<file path="src/rtl/matrix_mac_engine.sv">
// Sequential multiply-accumulate engine: C = A x B for N x N unsigned matrices
// fetched from synchronous-read memories, one dot product every N+1 cycles.
module matrix_mac_engine #(
    parameter int N   = 4,
    parameter int DW  = 8,
    parameter int RW  = 24,
    parameter int MAW = 4
) (
    input  logic           clk,
    input  logic           reset,
    input  logic           start,
    output logic [MAW-1:0] a_addr,
    output logic [MAW-1:0] b_addr,
    input  logic [DW-1:0]  a_data,
    input  logic [DW-1:0]  b_data,
    output logic [RW-1:0]  result,
    output logic           done,
    output logic           last,
    output logic           busy
);

    localparam int IW = (N > 1) ? $clog2(N) : 1;
    localparam logic [IW-1:0]  IDX_LAST = IW'(N - 1);
    localparam logic [IW-1:0]  IDX_ONE  = IW'(1);
    localparam logic [IW-1:0]  IDX_ZERO = IW'(0);
    localparam logic [MAW-1:0] ADDR_N   = MAW'(N);
    localparam logic [MAW-1:0] ADDR_ONE = MAW'(1);

    typedef enum logic [1:0] {
        IDLE = 2'd0,
        RUN  = 2'd1,
        LAST = 2'd2
    } state_t;

    state_t          state_r;
    logic [IW-1:0]   i_r;
    logic [IW-1:0]   j_r;
    logic [IW-1:0]   k_r;
    logic [RW-1:0]   acc_r;
    logic [2*DW-1:0] prod_s;
    logic [RW-1:0]   prod_ext_s;

    // Full-width unsigned product of the memory words arriving this cycle.
    always_comb begin
        prod_s     = {{DW{1'b0}}, a_data} * {{DW{1'b0}}, b_data};
        prod_ext_s = RW'(prod_s);
    end

    // Sequencer, index counters, accumulator and registered outputs.
    always_ff @(posedge clk) begin
        if (reset) begin
            state_r <= IDLE;
            i_r     <= IDX_ZERO;
            j_r     <= IDX_ZERO;
            k_r     <= IDX_ZERO;
            acc_r   <= {RW{1'b0}};
            result  <= {RW{1'b0}};
            done    <= 1'b0;
            last    <= 1'b0;
            busy    <= 1'b0;
            a_addr  <= {MAW{1'b0}};
            b_addr  <= {MAW{1'b0}};
        end else begin
            done <= 1'b0;
            last <= 1'b0;
            case (state_r)
                IDLE: begin
                    if (start) begin
                        i_r     <= IDX_ZERO;
                        j_r     <= IDX_ZERO;
                        k_r     <= IDX_ZERO;
                        acc_r   <= {RW{1'b0}};
                        a_addr  <= {MAW{1'b0}};
                        b_addr  <= {MAW{1'b0}};
                        busy    <= 1'b1;
                        state_r <= RUN;
                    end else begin
                        busy    <= 1'b0;
                        state_r <= IDLE;
                    end
                end
                RUN: begin
                    // Data arriving now belongs to the address issued for k-1.
                    if (k_r != IDX_ZERO) begin
                        acc_r <= acc_r + prod_ext_s;
                    end else begin
                        acc_r <= acc_r;
                    end
                    if (k_r != IDX_LAST) begin
                        k_r    <= k_r + IDX_ONE;
                        a_addr <= MAW'(i_r) * ADDR_N + MAW'(k_r) + ADDR_ONE;
                        b_addr <= (MAW'(k_r) + ADDR_ONE) * ADDR_N + MAW'(j_r);
                    end else begin
                        state_r <= LAST;
                    end
                end
                LAST: begin
                    result <= acc_r + prod_ext_s;
                    done   <= 1'b1;
                    acc_r  <= {RW{1'b0}};
                    k_r    <= IDX_ZERO;
                    if ((i_r == IDX_LAST) && (j_r == IDX_LAST)) begin
                        last    <= 1'b1;
                        busy    <= 1'b0;
                        state_r <= IDLE;
                    end else begin
                        state_r <= RUN;
                        if (j_r == IDX_LAST) begin
                            j_r    <= IDX_ZERO;
                            i_r    <= i_r + IDX_ONE;
                            a_addr <= (MAW'(i_r) + ADDR_ONE) * ADDR_N;
                            b_addr <= {MAW{1'b0}};
                        end else begin
                            j_r    <= j_r + IDX_ONE;
                            a_addr <= MAW'(i_r) * ADDR_N;
                            b_addr <= MAW'(j_r) + ADDR_ONE;
                        end
                    end
                end
                default: begin
                    busy    <= 1'b0;
                    state_r <= IDLE;
                end
            endcase
        end
    end

endmodule
</file>
<file path="config.mk">
export PLATFORM = sky130hd
export DESIGN_NAME = matrix_mac_engine
export DESIGN_NICKNAME = d
export VERILOG_FILES = /design/src/rtl/matrix_mac_engine.sv
export SDC_FILE = /design/constraint.sdc
export NUM_CORES = 1
export LEC_CHECK = 0
export ABC_AREA = 0
export CAP_MARGIN = 20
export CORE_MARGIN = 3
export CORE_UTILIZATION = 30
export DETAILED_ROUTE_END_ITERATION = 12
export GPL_ROUTABILITY_DRIVEN = 0
export MAX_ROUTING_LAYER = met4
export SYNTH_ARGS = -nofsm -noshare
export SYNTH_HDL_FRONTEND = slang
export SYNTH_SLANG_ARGS = --single-unit
</file>
<file path="constraint.sdc">
create_clock -name clk -period 4.6 [get_ports clk]
set_input_delay 0.46 -clock clk [delete_from_list [all_inputs] [get_ports clk]]
set_output_delay 0.46 -clock clk [all_outputs]
set_load 0.02 [all_outputs]
</file>
==> summary.txt <==
Outcome
  – Outcome: finished, final reports clean

Detailed routing
  – Via count: 4656
  – Avg Vias per Cell: 4.68
  – WL per Instance: 13.8 um
  – Antenna Nets Post-Route: 0
  – DRC Markers: 0
  – Drt total wl: 13700 um
  – Top Metal Used: met4
  – Met3 WL: 371 um
  – TritonRoute pass-1 iters: 4
  – DR iter-0 viols: 149
  – DRT met1 WL: 7050 um
  – WL met2: 6150 um

CTS
  – Num Clock Sinks: 65
  – CTS tree: yes
  – H-tree depth: 3
  – Worst-path clk slew: 50 ps
  – Clk Latency, worst-skew pair: 340 ps
  – Num CTS Buffers: 9
  – Clock root buffer: clkbuf_16
  – Clock buffer depth: 2

Logic synthesis
  – Area share of fa/ha/maj cells after synthesis: 28.6%
  – Ys flop type: dfxtp_1
  – Synth Register Bits: 65
  – Synth Area per Inst: 8.54 sq um
  – Cell taking the most area after synthesis: dfxtp_1
  – Largest cells by area after synthesis: dfxtp_1 (23%), fa_1 (18%), ha_1 (11%), inv_1 (7.1%), nand2_1 (4.5%)
  – Multiplexer share of the synthesized area: 2.66%
  – Seq/Total Area, Yosys: 23.1%
  – Post-Synth XOR/XNOR Area: 2.79%
  – Synth Area in Compound Gates: 13.0%
  – Most frequent cell after synthesis: inv_1
  – Async set-reset flop share out of synthesis: 0%
  – Largest family of logic cells by synthesized area: adder cells
  – Synth Warn #: 0
  – Gate Count Post-Synth: 661
  – Post-synth cell types: 64
  – Post-synth top area share: 23.1%
  – Number of synthesized flops with an enable pin: 0
  – Most frequent cells after synthesis: inv_1 (107), nand2_1 (67), dfxtp_1 (65)
  – Post-Synthesis Cell Area: 5640 sq um
  – Synth Area in Simple Gates: 20.3%
  – Post-synthesis net count: 779

Min path
  – HP Class: register to register
  – HP Start: acc_r[4]

Layout
  – Share of cells above drive strength 1: 18.6%
  – Final Util: 39.9%
  – Final Instance Area: 7260 sq um
  – Area delta synth->final: 28.7%
  – # diodes: 0
  – Final Net Count: 878

Floorplan
  – Die Span Y: 143 um
  – Die area: 20500 sq um
  – Starting Density: 31.0%
  – Rows: 49
  – I/O pins: 54
  – Core area: 18200 sq um
  – Die X: 143 um

Power
  – VDD IR max: 0.000232 V
  – Net Sw Power: 1.20 mW
  – Leak: 3.27 nW
  – Internal: 1.97 mW
  – Net switching fraction of the power: 37.9%
  – Comb power frac: 58.2%
  – PD cells: 436 nW/um^2
  – Clock power share: 23.1%
  – Flop pwr share: 18.7%

Setup path
  – CP endpoint kind: register
  – CP Data Arrival Time: 4710 ps
  – Crit Path Max Fanout: 6
  – Startpoint type of the worst setup path: primary input
  – Crit. Startpoint: a_data[4]
  – WP data required: 4850 ps
  – FF-to-FF Start: acc_r[7]
  – Critical path type: primary input to register

GRT
  – GR Overflow Total: 0
  – Initial antenna violation count: 0
  – Vias in the first global route: 4617
  – First-pass GRT wire length: 23500 um
  – Total GRT Usage: 14.6%
  – Largest net degree at the start of global routing: 46

STA
  – Tcrit/Tclk final: 97.1%
  – Least-Margin Pin Slew: 1080 ps
  – Fmax: 224 MHz
  – Clock skew: 5.97 ps
  – Slew margin rel.: 28.0%
  – Final Hold Vio Count: 0
  – Slew Viols, Final: 0
  – Final setup fails: 0
  – Min cycle time layout: 4460 ps

Placement
  – Placement Cell Area: 6780 sq um
  – Number of I/O port buffers: 53
  – DP HPWL: 10400 um

Run
  – Total of max-cap violations: 0
==> registers in the layout, indices dropped and copies added (netlist names) <==
signal / cells
acc_r: 24
j_r: 2
done: 1
result: 24
state_r: 2
b_addr: 2
a_addr: 4
i_r: 2
busy: 1
k_r: 2
last: 1
==> power groups by stage <==
stage	clock network (mW)	registers (mW)	logic (mW)
2_1_floorplan	0	0.600	0.992
3_3_place_gp	0	0.603	1.62
3_5_place_dp	0	0.603	1.61
4_1_cts	0.743	0.591	1.73
5_1_grt	0.770	0.592	2.06
6_report	0.732	0.591	1.84
==> cell families after synthesis <==
logic type      after synthesis
simple gates                225
flops                        65
mux                          15
buf+inv                     135
compound gates              104
fa+ha+maj                    99
xor+xnor                     18
==> path summary, 6_finish.rpt <==
| check | cells past startpoint | slack [ps] | end |
|---|---|---|---|
| worst max-delay path | 17 | 140 | result[22] |
| worst min-delay path | 2 | 450 | acc_r[4] |
| worst max register to register | 15 | 190 | result[22] |
| worst min register to register | 2 | 450 | acc_r[4] |
==> critical path, cell delays in order <==
cell	delay (ps)
buf_4	140
and2_4	140
fa_1	550
inv_2	40
fa_1	520
inv_2	40
fa_1	490
inv_2	40
fa_1	530
inv_2	50
ha_4	280
nand3_1	80
a211o_1	320
a31oi_4	240
o311ai_4	140
or3_4	390
a311oi_2	260
==> through the flow <==
step | hold WS, ps | TNS (ps) | std cells | setup WS, ps | total power, mW
finish | 450 | 0 | 994 | 136 | 3.16
global route | 473 | -1.83 | 994 | -1.83 | 3.43
CTS | 453 | 0 | 989 | 2.09 | 3.06
detailed placement | 447 | -17530 | 971 | -756 | 2.22
global placement | 441 | -17560 | 971 | -735 | 2.22
floorplan | 432 | 0 | 661 | 32.9 | 1.59
==> cell usage in the layout (no fill, tap or decap), types with 15 or more instances in the layout <==
cell type	count
a21oi_1	31
and2_1	27
buf_4	61
clkdlybuf4s50_1	36
dfxtp_1	64
fa_1	48
ha_1	42
inv_1	102
mux2i_1	15
nand2_1	66
nand3_1	17
nor2_1	47
==> layout make-up <==
cell class	instances	area (sq um)
Clock buffer	10	229
Inverter	107	402
Fill cell	1853	10900
Timing Repair Buffer	116	938
Multi-Input combinational cell	461	4020
Tap cell	229	287
Clock inverter	6	82.6
Sequential cell	65	1300
==> what timing repair did <==
action | 4_1_cts | 5_1_grt
gates cloned | 0 | 0
pin swaps | 24 | 36
hold buffers | 0 | 0
setup endpoints to repair | 28 | 23
buffers inserted | 2 | 5
resized for setup | 48 | 51
==> metal layers <==
layer | track usage (%) | vias up
li1 | - | 2372
met1 | 21.2 | 2216
met2 | 21.3 | 58
met3 | 2.51 | 10
met4 | 3.30 | 0
met5 | - | -
Power figures use the tool's default switching activity.
